<file path="config.mk">
export PLATFORM = sky130hd
export DESIGN_NAME = spi_regfile_peripheral
export DESIGN_NICKNAME = d
export VERILOG_FILES = /design/src/rtl/spi_pkg.sv /design/src/rtl/spi_sync_edge.sv /design/src/rtl/spi_regfile_peripheral.sv
export SDC_FILE = /design/constraint.sdc
export NUM_CORES = 1
export LEC_CHECK = 0
export CORE_ASPECT_RATIO = 2
export CORE_MARGIN = 8
export CORE_UTILIZATION = 32
export CTS_BUF_LIST = sky130_fd_sc_hd__clkbuf_16
export CTS_CLUSTER_SIZE = 20
export DETAILED_ROUTE_END_ITERATION = 10
export GPL_TIMING_DRIVEN = 1
export MAX_ROUTING_LAYER = met4
export PLACE_DENSITY_LB_ADDON = 0.05
export SLEW_MARGIN = 20
export SYNTH_ARGS = -nofsm -noshare
export SYNTH_HDL_FRONTEND = slang
export SYNTH_HIERARCHICAL = 1
export SYNTH_SLANG_ARGS = --single-unit
</file>
<file path="constraint.sdc">
create_clock -name clk -period 4.1 [get_ports clk]
set_clock_uncertainty 0.05 [all_clocks]
set_input_delay 0.82 -clock clk [delete_from_list [all_inputs] [get_ports clk]]
set_output_delay 0.82 -clock clk [all_outputs]
set_load 0.05 [all_outputs]
</file>
<file path="src/rtl/spi_pkg.sv">
// Shared constants for the SPI register-file peripheral: RW encoding,
// default geometry and the frame-length helper.
package spi_pkg;

  typedef enum logic {
    RW_READ  = 1'b0,
    RW_WRITE = 1'b1
  } rw_e;

  localparam int DEF_NUM_REGS = 8;
  localparam int DEF_DATA_W   = 8;
  localparam int DEF_ADDR_W   = 7;

  function automatic int frame_w(input int addr_w, input int data_w);
    return 1 + addr_w + data_w;
  endfunction

endpackage

</file>
<file path="src/rtl/spi_sync_edge.sv">
// Two-flop synchroniser for one asynchronous SPI pin, with a third flop
// holding the previous synced level for rise/fall detection.
module spi_sync_edge #(
  parameter logic RST_VAL = 1'b0
) (
  input  logic clk,
  input  logic rst,
  input  logic d_i,
  output logic sync_o,
  output logic rise_o,
  output logic fall_o
);

  logic meta_q, sync_q, prev_q;

  // NOTE: sequential state uses non-blocking assignments so every flop
  // samples the pre-edge value of its neighbour; blocking here would
  // collapse the chain into a single flop.
  always_ff @(posedge clk) begin
    if (rst) begin
      meta_q <= RST_VAL;
      sync_q <= RST_VAL;
      prev_q <= RST_VAL;
    end else begin
      meta_q <= d_i;
      sync_q <= meta_q;
      prev_q <= sync_q;
    end
  end

  assign sync_o = sync_q;
  assign rise_o = sync_q & ~prev_q;
  assign fall_o = ~sync_q & prev_q;

endmodule

</file>
<file path="src/rtl/spi_regfile_peripheral.sv">
// SPI mode-0 peripheral exposing a small register file: RW bit, address
// and data are shifted in MSB first; writes commit when nCS rises.
module spi_regfile_peripheral
  import spi_pkg::*;
#(
  parameter int NUM_REGS = DEF_NUM_REGS,
  parameter int DATA_W   = DEF_DATA_W,
  parameter int ADDR_W   = DEF_ADDR_W
) (
  input  logic                       clk,
  input  logic                       rst,
  input  logic                       nCS,
  input  logic                       SCLK,
  input  logic                       COPI,
  output logic                       CIPO,
  output logic                       CIPO_oe,
  output logic [NUM_REGS*DATA_W-1:0] regs_out,
  output logic                       wr_pulse,
  output logic [ADDR_W-1:0]          wr_addr,
  output logic                       frame_err
);

  localparam int FRAME_W = frame_w(ADDR_W, DATA_W);
  localparam int CNT_W   = $clog2(FRAME_W + 2);
  localparam int IDX_W   = (NUM_REGS > 1) ? $clog2(NUM_REGS) : 1;

  localparam logic [CNT_W-1:0] CNT_HDR   = CNT_W'(1 + ADDR_W);
  localparam logic [CNT_W-1:0] CNT_FRAME = CNT_W'(FRAME_W);
  localparam logic [CNT_W-1:0] CNT_MAX   = CNT_W'(FRAME_W + 1);

  function automatic logic addr_ok(input logic [ADDR_W-1:0] a);
    return int'(a) < NUM_REGS;
  endfunction

  logic ncs_lvl, ncs_rise, ncs_fall;
  logic sclk_lvl, sclk_rise, sclk_fall;
  logic copi_lvl, copi_rise, copi_fall;
  logic unused_sync;

  spi_sync_edge #(.RST_VAL(1'b1)) u_sync_ncs (
    .clk(clk), .rst(rst), .d_i(nCS),
    .sync_o(ncs_lvl), .rise_o(ncs_rise), .fall_o(ncs_fall)
  );

  spi_sync_edge #(.RST_VAL(1'b0)) u_sync_sclk (
    .clk(clk), .rst(rst), .d_i(SCLK),
    .sync_o(sclk_lvl), .rise_o(sclk_rise), .fall_o(sclk_fall)
  );

  spi_sync_edge #(.RST_VAL(1'b0)) u_sync_copi (
    .clk(clk), .rst(rst), .d_i(COPI),
    .sync_o(copi_lvl), .rise_o(copi_rise), .fall_o(copi_fall)
  );

  assign unused_sync = ^{sclk_lvl, copi_rise, copi_fall};

  logic [CNT_W-1:0]   cnt_q, cnt_d;
  logic [FRAME_W-1:0] rx_q, rx_d;
  logic [DATA_W-1:0]  tx_q, tx_d;
  logic               rd_q, rd_d;
  logic               act_q, act_d;
  logic [1:0]         settle_q, settle_d;
  logic               idle_seen_q, idle_seen_d;
  logic [DATA_W-1:0]  regs_q [NUM_REGS];
  logic [DATA_W-1:0]  regs_d [NUM_REGS];
  logic               wr_pulse_q, wr_pulse_d;
  logic [ADDR_W-1:0]  wr_addr_q, wr_addr_d;
  logic               frame_err_q, frame_err_d;

  logic [ADDR_W-1:0]  frame_addr, hdr_addr;
  rw_e                frame_rw, hdr_rw;

  assign frame_rw   = rw_e'(rx_q[FRAME_W-1]);
  assign frame_addr = rx_q[DATA_W +: ADDR_W];
  assign hdr_rw     = rw_e'(rx_q[ADDR_W]);
  assign hdr_addr   = rx_q[ADDR_W-1:0];

  // NOTE: every signal written here gets a default first, so no path
  // leaves a variable unassigned and no latch is inferred.
  always_comb begin
    cnt_d       = cnt_q;
    rx_d        = rx_q;
    tx_d        = tx_q;
    rd_d        = rd_q;
    act_d       = act_q;
    regs_d      = regs_q;
    wr_pulse_d  = 1'b0;
    wr_addr_d   = wr_addr_q;
    frame_err_d = 1'b0;
    settle_d    = {settle_q[0], 1'b1};
    // A frame may only open once nCS has been seen high through a flushed
    // synchroniser; this swallows the false fall after a mid-frame reset.
    idle_seen_d = idle_seen_q | (settle_q[1] & ncs_lvl);

    if (ncs_fall && idle_seen_q) begin
      cnt_d = '0;
      rx_d  = '0;
      tx_d  = '0;
      rd_d  = 1'b0;
      act_d = 1'b1;
    end else if (ncs_rise) begin
      if (act_q) begin
        act_d = 1'b0;
        if (cnt_q == CNT_FRAME && addr_ok(frame_addr)) begin
          if (frame_rw == RW_WRITE) begin
            regs_d[IDX_W'(frame_addr)] = rx_q[DATA_W-1:0];
            wr_addr_d  = frame_addr;
            wr_pulse_d = 1'b1;
          end
        end else begin
          frame_err_d = 1'b1;
        end
      end
    end else if (!ncs_lvl && act_q) begin
      if (sclk_rise) begin
        rx_d = {rx_q[FRAME_W-2:0], copi_lvl};
        if (cnt_q != CNT_MAX) cnt_d = cnt_q + CNT_W'(1);
      end else if (sclk_fall) begin
        if (cnt_q == CNT_HDR && hdr_rw == RW_READ) begin
          tx_d = addr_ok(hdr_addr) ? regs_q[IDX_W'(hdr_addr)] : '0;
          rd_d = 1'b1;
        end else if (rd_q) begin
          tx_d = {tx_q[DATA_W-2:0], 1'b0};
        end
      end
    end
  end

  // NOTE: the register file is reset explicitly because regs_out must read
  // zero after reset; large RAM-style arrays would normally be left unreset.
  always_ff @(posedge clk) begin
    if (rst) begin
      cnt_q       <= '0;
      rx_q        <= '0;
      tx_q        <= '0;
      rd_q        <= 1'b0;
      act_q       <= 1'b0;
      settle_q    <= '0;
      idle_seen_q <= 1'b0;
      regs_q      <= '{default: '0};
      wr_pulse_q  <= 1'b0;
      wr_addr_q   <= '0;
      frame_err_q <= 1'b0;
    end else begin
      cnt_q       <= cnt_d;
      rx_q        <= rx_d;
      tx_q        <= tx_d;
      rd_q        <= rd_d;
      act_q       <= act_d;
      settle_q    <= settle_d;
      idle_seen_q <= idle_seen_d;
      regs_q      <= regs_d;
      wr_pulse_q  <= wr_pulse_d;
      wr_addr_q   <= wr_addr_d;
      frame_err_q <= frame_err_d;
    end
  end

  for (genvar i = 0; i < NUM_REGS; i++) begin : g_flat
    assign regs_out[i*DATA_W +: DATA_W] = regs_q[i];
  end

  assign CIPO_oe   = rd_q & ~ncs_lvl;
  assign CIPO      = CIPO_oe & tx_q[DATA_W-1];
  assign wr_pulse  = wr_pulse_q;
  assign wr_addr   = wr_addr_q;
  assign frame_err = frame_err_q;

endmodule

</file>
==> results of run 1 <==
[registers in the layout (all words and copies together) (netlist names), 2 cells and up]
signal,count
regs_out,64
tx_q,8
settle_q,2
wr_addr,7
cnt_q,5
rx_q,16
[worst max-delay path, stage by stage, from the launching register on]
cell	delay, ns
dfxtp_1	0.40
nor2b_1	0.17
and2_1	0.13
clkdlybuf4s50_1	0.79
[worst max path at each step]
stage	end	slack, ns
floorplan	CIPO	1.61
finish	CIPO	1.32
global placement	regs_out[50]$_SDFFE_PP0P_	1.22
global route	regs_out[19]$_SDFFE_PP0P_	1.16
detailed placement	regs_out[42]$_SDFFE_PP0P_	1.18
CTS	CIPO	1.29
[stage by stage]
stage               instance area (um^2)  power (mW)  setup WS, ns  cells
finish                              6390        2.65          1.32    777
global route                        6390        2.73          1.16    777
global placement                    5800        1.18          1.22    745
floorplan                           4830        1.17          1.61    496
detailed placement                  5800        1.18          1.18    745
CTS                                 6390        2.67          1.29    777
[layer usage]
metal  up-vias  share of wire [%]  wire [um]
met3        24                2.9        427
met4         0                2.4        361
met1      1875                 40       5910
met5         -                  0          0
met2        95                 55       8230
li1       1877                  -          -
[final cells by class]
cell class                 count  area, um^2  share of cell area, %
clock buffer                  17         425                   6.65
clock inverter                15         168                   2.62
inverter                       4        15.0                  0.235
multi-input combinational    344        2390                   37.4
sequential                   115        2300                   36.0
tap                          195         244                   3.82
timing repair buffer          87         851                   13.3
[power by group through the flow]
stage / logic [mW] / clock network (mW) / registers, mW
5_1_grt: 0.0354 / 1.57 / 1.13
3_5_place_dp: 0.0324 / 0 / 1.15
2_1_floorplan: 0.0211 / 0 / 1.15
6_report: 0.0321 / 1.49 / 1.13
3_3_place_gp: 0.0318 / 0 / 1.15
4_1_cts: 0.0326 / 1.51 / 1.13
[placed cells by master, fill, tap and decap left out, types with 2 or more instances in the layout]
| cell type | n |
|---|---|
| a21oi_1 | 31 |
| a22oi_1 | 7 |
| a311oi_1 | 7 |
| and2_1 | 3 |
| and3_1 | 5 |
| buf_4 | 8 |
| bufinv_16 | 3 |
| clkbuf_16 | 17 |
| clkdlybuf4s50_1 | 79 |
| clkinv_2 | 3 |
| clkinvlp_4 | 5 |
| dfxtp_1 | 115 |
| ha_1 | 3 |
| inv_1 | 5 |
| mux2i_1 | 82 |
| mux4_2 | 8 |
| nand2_1 | 114 |
| nand2b_1 | 2 |
| nand3_1 | 5 |
| nand3_2 | 3 |
| nand3b_1 | 4 |
| nand4_1 | 4 |
| nor2_1 | 12 |
| nor2b_1 | 12 |
| nor3_1 | 2 |
| o211ai_1 | 6 |
| o21ai_0 | 4 |
| or2_1 | 3 |
| xor2_1 | 2 |
==> out/results.tsv, run 1 <==
metric	value	unit
Power Density	414	nW/um^2
Syn Area/Cell	9.75	um^2
hold path startpoint	u_sync_ncs/meta_q$_SDFF_PP1_	
I/O Pins	80	
number of warnings issued by yosys	6	
relative slew slack	34.5	%
DIE WIDTH	103	um
CTS HTree Levels	4	
total track usage	16.5	%
sequential share of power	42.6	%
Hold Path Sink	u_sync_ncs/sync_o$_SDFF_PP1_	
status	finished, final reports clean	
pin count of the biggest net entering global routing	78	
internal power	2.08	mW
Final setup viols	0	
initial antenna violation count	0	
Hold Vio Cnt, Final	0	
Fin Setup TNS	0	ns
WHS Path Cells	1	
sw power	565	uW
Starting Density	32.6	%
antenna fix cells	0	
startpoint types	flip-flop	
proportion of layout cells with a drive suffix above 1	10.8	%
CTS tree	built	
clock slew at reported path FFs	0.06	ns
# fillers	1520	
# rows	63	
Clk pwr share	56.2	%
CTS resizes	0	
vias in the first global route	4082	
DRC	0	
fin nets	577	
CP startpoint	u_sync_ncs/sync_o$_SDFF_PP1_	
Die Y	190	um
CTS max path bufs	2	
Root Driver	clkbuf_16	
CTS Buf Count	17	
CP Data Arrival Time	1.91	ns
first-pass GRT wire length	23.4	mm
final core utilization	43.2	%
fmax	0.360	GHz
core area	14800	um^2
Comb power frac	1.2	%
Worst setup EP type	primary output	
r2r endpoint	regs_out[19]$_SDFFE_PP0P_	
cts hold-fix bufs	0	
detailed-route via count	3871	
Period minus WS final	2.78	ns
Max VDD drop	0.000274	V
Max Cap Viol	0	
Initial DRC Count	132	
Avg WL per Cell	19.2	um
Syn Nets	504	
switching fraction of total power	21.3	%
Crit path required time	3.23	ns
r2r startpoint	u_sync_ncs/sync_o$_SDFF_PP1_	
GP Congestion	0.769	
FF-to-FF path depth	5	
die area	19500	um^2
detailed-router iteration count before antenna repair	4	
IO buf count	79	
HP Class	flip-flop to flip-flop	
clk_lat worst skew	0.41	ns
Slew Limit Fails	0	
Mapped Area	4830	um^2
period utilization	67.7	%
met2 Resource Use GR	28.9	%
unrepaired setup endpoints after global routing	no	
Fin Hold WS	0.355	ns
ANT nets after route	0	
clk sinks	115	
Top Usage Layer GRT	met2	
Layout area overhead	32.3	%
worst slew pin tran	0.982	ns
top fanout value on the critical path	8	
met3 usage	3.04	%
Avg Vias per Cell	4.98	
WL final	14.9	mm
Overflow after GRT	0	
Post-CTS Setup Repair Bufs	0	
Worst R2R Setup Slack	1.35	ns
hpwl dp	10.6	mm
met1 usage	17.3	%
Synth Instances	496	
Static Leakage	2.46	nW
Setup CP Type	flip-flop to primary output	
Power figures use the tool's default switching activity.
==> run 2, diff against run 1 <==
==> constraint.sdc (replaced) <==
create_clock -name clk -period 2.65 [get_ports clk]
set_clock_uncertainty 0.05 [all_clocks]
set_input_delay 0.53 -clock clk [delete_from_list [all_inputs] [get_ports clk]]
set_output_delay 0.53 -clock clk [all_outputs]
set_load 0.05 [all_outputs]
==> out/results.tsv, run 2 (synthesis gave the netlist of run 1 again) <==
metric	value	unit	change
HP Class	flip-flop to flip-flop		unchanged
DRC	0		unchanged
Avg WL per Cell	19.0	um	was 19.2 um
Initial DRC Count	109		was 132
clk_lat worst skew	0.41	ns	about the same
cts hold-fix bufs	0		unchanged
detailed-router iteration count before antenna repair	6		was 4
clk sinks	115		unchanged
IO buf count	79		unchanged
Worst R2R Setup Slack	0.14	ns	was 1.35 ns
r2r endpoint	regs_out[40]$_SDFFE_PP0P_		was regs_out[19]$_SDFFE_PP0P_
Tot Pwr	4.20	mW	was 2.65 mW
WL final	15.0	mm	was 14.9 mm
startpoint types	flip-flop		unchanged
Layout area overhead	34.7	%	was 32.3%
CTS resizes	0		unchanged
CTS Buf Count	17		unchanged
Crit path required time	2.93	ns	was 3.23 ns
CTS max path bufs	2		unchanged
die area	19500	um^2	unchanged
total track usage	16.7	%	was 16.5%
Finished Cell Area	6510	um^2	was 6390 um^2
worst slew pin tran	0.662	ns	was 0.982 ns
Post-CTS Setup Repair Bufs	0		unchanged
CP Data Arrival Time	2.79	ns	was 1.91 ns
r2r startpoint	u_sync_ncs/sync_o$_SDFF_PP1_		unchanged
status	finished, final reports clean		unchanged
Static Leakage	2.53	nW	was 2.46 nW
Setup CP Type	flip-flop to flip-flop		was flip-flop to primary output
vias in the first global route	4045		was 4082
GP Congestion	0.780		was 0.769
period utilization	94.7	%	
Hold Vio Cnt, Final	0		unchanged
Max VDD drop	0.000442	V	was 0.000274 V
proportion of layout cells with a drive suffix above 1	12.1	%	was 10.8%
relative slew slack	55.3	%	was 34.5%
fin nets	588		was 577
Avg Vias per Cell	4.93		was 4.98
hpwl dp	10.8	mm	was 10.6 mm
Slew Limit Fails	0		unchanged
Starting Density	32.6	%	unchanged
Hold Path Sink	u_sync_ncs/sync_o$_SDFF_PP1_		unchanged
Period minus WS final	2.51	ns	
Overflow after GRT	0		unchanged
WHS Path Cells	1		unchanged
CTS HTree Levels	4		unchanged
ANT nets after route	0		unchanged
Fin Setup TNS	0	ns	unchanged
first-pass GRT wire length	23.6	mm	was 23.4 mm
area post-placement	5890	um^2	was 5800 um^2
fmax	0.399	GHz	
# fillers	1548		was 1520
Die Y	190	um	unchanged
Worst setup EP type	flip-flop		was primary output
DIE WIDTH	103	um	unchanged
core area	14800	um^2	unchanged
FF-to-FF path depth	5		unchanged
most frequent cells in the layout	115 x nand2_1, 115 x dfxtp_1, 82 x mux2i_1		was 115 x dfxtp_1, 114 x nand2_1, 82 x mux2i_1
top fanout value on the critical path	8		unchanged
unrepaired setup endpoints after global routing	yes		was no
# rows	63		unchanged
initial antenna violation count	0		unchanged
Power Density	646	nW/um^2	was 414 nW/um^2
Max Cap Viol	0		unchanged
hold path startpoint	u_sync_ncs/meta_q$_SDFF_PP1_		unchanged
Final setup viols	0		unchanged
CTS tree	built		unchanged
Root Driver	clkbuf_16		unchanged
pin count of the biggest net entering global routing	31		was 78
max reg flops	64		unchanged
detailed-route via count	3884		was 3871
antenna fix cells	0		unchanged
I/O Pins	80		unchanged
clock slew at reported path FFs	0.06	ns	about the same
-- run 2: cell count changes in the layout (fill, tap and decap cells not counted), sizes merged --
| cell | before | now |
|---|---|---|
| buf | 8 | 19 |
| bufinv | 3 | 4 |
| inv | 7 | 6 |
| clkinv | 4 | 6 |
| clkinvlp | 5 | 3 |
-- run 2: layout make-up --
class | instances | area (um^2) | area share, %
Inverter | 4 | 15.0 | 0.231
Tap cell | 195 | 244 | 3.75
Timing Repair Buffer | 98 | 946 | 14.5
Clock inverter | 15 | 190 | 2.92
Multi-Input combinational cell | 344 | 2390 | 36.7
Sequential cell | 115 | 2300 | 35.4
Clock buffer | 17 | 425 | 6.53
-- run 2: routing by layer --
metal | share of wire, % | track usage [%]
met1 | 40 | 17.5
met5 | 0 | -
met4 | 2.7 | 8.02
met2 | 55 | 29.0
met3 | 2.9 | 3.22
-- run 2: worst max path at each step --
| stage | start | to |
|---|---|---|
| 3_3_place_gp | u_sync_ncs/sync_o$_SDFF_PP1_ | regs_out[44]$_SDFFE_PP0P_ |
| 3_5_place_dp | u_sync_ncs/sync_o$_SDFF_PP1_ | regs_out[43]$_SDFFE_PP0P_ |
| 6_report | u_sync_ncs/sync_o$_SDFF_PP1_ | regs_out[40]$_SDFFE_PP0P_ |
| 4_1_cts | u_sync_ncs/sync_o$_SDFF_PP1_ | regs_out[40]$_SDFFE_PP0P_ |
| 2_1_floorplan | u_sync_ncs/sync_o$_SDFF_PP1_ | CIPO |
| 5_1_grt | u_sync_ncs/sync_o$_SDFF_PP1_ | regs_out[40]$_SDFFE_PP0P_ |
-- run 2: per-stage QoR --
stage          utilization, %  hold WS [ns]  setup slack, ns  instances
2_1_floorplan               -         0.333            0.454        496
3_3_place_gp             39.8         0.360            0.218        756
3_5_place_dp             39.8         0.357            0.125        756
4_1_cts                  43.9         0.375            0.111        788
5_1_grt                  43.9         0.391         -0.00523        788
6_report                 43.9         0.362            0.141        788
-- run 2: power breakdown --
group          total (mW)  switching (mW)  internal, mW
Combinational      0.0556          0.0379        0.0177
Sequential           1.74         0.00522          1.74
Clock                2.40           0.841          1.56
Total                4.20           0.884          3.32
-- run 2: critical path, cell delays in order (launching register included) --
cell	delay [ns]
dfxtp_1	0.48
nor2b_1	0.36
nand2_1	0.20
nor4_4	0.53
nand4_2	0.50
mux2i_1	0.30
==> run 3, diff against run 2 <==
--- a/config.mk
+++ b/config.mk
@@ -14,7 +14,8 @@
 export GPL_TIMING_DRIVEN = 1
 export MAX_ROUTING_LAYER = met4
 export PLACE_DENSITY_LB_ADDON = 0.05
-export SLEW_MARGIN = 20
+export RECOVER_POWER = 100
+export SLEW_MARGIN = 5
 export SYNTH_ARGS = -nofsm -noshare
 export SYNTH_HDL_FRONTEND = slang
 export SYNTH_HIERARCHICAL = 1
==> out/results.tsv, run 3 (synthesis gave the netlist of run 1 again) <==
metric	value	unit	change
status	finished, final reports clean		unchanged
ANT nets after route	0		unchanged
Slew Limit Fails	0		unchanged
fin nets	588		unchanged
core area	14800	um^2	unchanged
Power Density	646	nW/um^2	about the same
Avg WL per Cell	19.0	um	about the same
Die Y	190	um	unchanged
max reg flops	64		unchanged
# rows	63		unchanged
I/O Pins	80		unchanged
Crit path required time	2.93	ns	about the same
Post-CTS Setup Repair Bufs	0		unchanged
startpoint types	flip-flop		unchanged
pin count of the biggest net entering global routing	31		unchanged
area post-placement	5890	um^2	unchanged
period utilization	95.0	%	was 94.7%
Starting Density	32.6	%	unchanged
CTS tree	built		unchanged
IO buf count	79		unchanged
Fin Setup TNS	0	ns	unchanged
proportion of layout cells with a drive suffix above 1	11.6	%	was 12.1%
total track usage	16.7	%	unchanged
CTS Buf Count	17		unchanged
fin cells	788		unchanged
most frequent cells in the layout	115 x nand2_1, 115 x dfxtp_1, 82 x mux2i_1		unchanged
Fin Hold WS	0.362	ns	about the same
CTS HTree Levels	4		unchanged
Overflow after GRT	0		unchanged
Hold Vio Cnt, Final	0		unchanged
initial antenna violation count	0		unchanged
# fillers	1552		was 1548
Initial DRC Count	112		was 109
Root Driver	clkbuf_16		unchanged
detailed-router iteration count before antenna repair	4		was 6
clk sinks	115		unchanged
DRC	0		unchanged
PnR worst setup slack	0.132	ns	was 0.141 ns
Final setup viols	0		unchanged
CTS max path bufs	2		unchanged
Avg Vias per Cell	4.91		was 4.93
antenna fix cells	0		unchanged
detailed-route via count	3871		was 3884
clk_lat worst skew	0.41	ns	about the same
Worst setup EP type	flip-flop		unchanged
GP Congestion	0.780		unchanged
Static Leakage	2.79	nW	was 2.53 nW
CTS resizes	0		unchanged
clock slew at reported path FFs	0.06	ns	about the same
Period minus WS final	2.52	ns	was 2.51 ns
DIE WIDTH	103	um	unchanged
HP Class	flip-flop to flip-flop		unchanged
first-pass GRT wire length	23.6	mm	unchanged
die area	19500	um^2	unchanged
CP Data Arrival Time	2.80	ns	was 2.79 ns
hpwl dp	10.8	mm	unchanged
placed cell count	756		unchanged
worst slew pin tran	0.844	ns	was 0.662 ns
unrepaired setup endpoints after global routing	yes		unchanged
Layout area overhead	34.3	%	was 34.7%
relative slew slack	43.7	%	was 55.3%
cts hold-fix bufs	0		unchanged
WL final	15.0	mm	about the same
Crit path largest cell delay	0.53	ns	about the same
Max VDD drop	0.000442	V	about the same
Setup CP Type	flip-flop to flip-flop		unchanged
fmax	0.397	GHz	was 0.399 GHz
pre-CTS worst setup slack	0.125	ns	unchanged
vias in the first global route	4045		unchanged
CP cell instances	nor2b_1, nand2_1, nor4_4, nand4_2, mux2i_1		unchanged
Max Cap Viol	0		unchanged
Slowest-stage cell, CP	nor4_4		unchanged
top fanout value on the critical path	8		unchanged
Finished Cell Area	6490	um^2	was 6510 um^2
[run 3: cell count changes in the layout (fill, tap and decap cells not counted), sizes merged]
cell,change
clkdlybuf4s50,-76
clkbuf,+5
buf,-5
dlygate4sd3,+76
[run 3: path summary, 6_finish.rpt]
kind	startpoint	cells after the start	end	slack [ns]
min	u_sync_ncs/meta_q$_SDFF_PP1_	1	u_sync_ncs/sync_o$_SDFF_PP1_	0.36
max	u_sync_ncs/sync_o$_SDFF_PP1_	5	regs_out[40]$_SDFFE_PP0P_	0.13
max reg2reg	u_sync_ncs/sync_o$_SDFF_PP1_	5	regs_out[40]$_SDFFE_PP0P_	0.13
min reg2reg	u_sync_ncs/meta_q$_SDFF_PP1_	1	u_sync_ncs/sync_o$_SDFF_PP1_	0.36
[run 3: layer usage]
metal | global-route usage [%] | up-vias | share of wire (%)
met5 | - | - | 0
met4 | 8.02 | 0 | 2.4
met3 | 3.22 | 20 | 2.7
met2 | 29.0 | 79 | 55
met1 | 17.5 | 1878 | 40
li1 | - | 1894 | -
[run 3: worst max-delay path, delay by kind of cell, from the launching register on]
family           cells  cell delay, ns
and+or+nand+nor      4            1.59
DFF                  1            0.48
muxes                1            0.31
[run 3: layout make-up]
| class | count | area (um^2) | share of cell area, % |
|---|---|---|---|
| multi-input combinational | 344 | 2380 | 36.7 |
| sequential | 115 | 2300 | 35.5 |
| timing repair buffer | 98 | 932 | 14.4 |
| clock buffer | 17 | 425 | 6.55 |
| tap | 195 | 244 | 3.76 |
| clock inverter | 15 | 190 | 2.93 |
| inverter | 4 | 15.0 | 0.231 |
[run 3: where the power goes]
group	total [mW]	internal (mW)	switching [mW]
Combinational	0.0537	0.0161	0.0376
Sequential	1.74	1.74	0.00513
Clock	2.40	1.56	0.835
[run 3: per-stage QoR]
stage	util [%]	power, mW
after floorplan	-	1.81
final	43.8	4.19
after global routing	43.8	4.34
after global placement	39.8	1.84
after CTS	43.9	4.25
after detailed placement	39.8	1.84
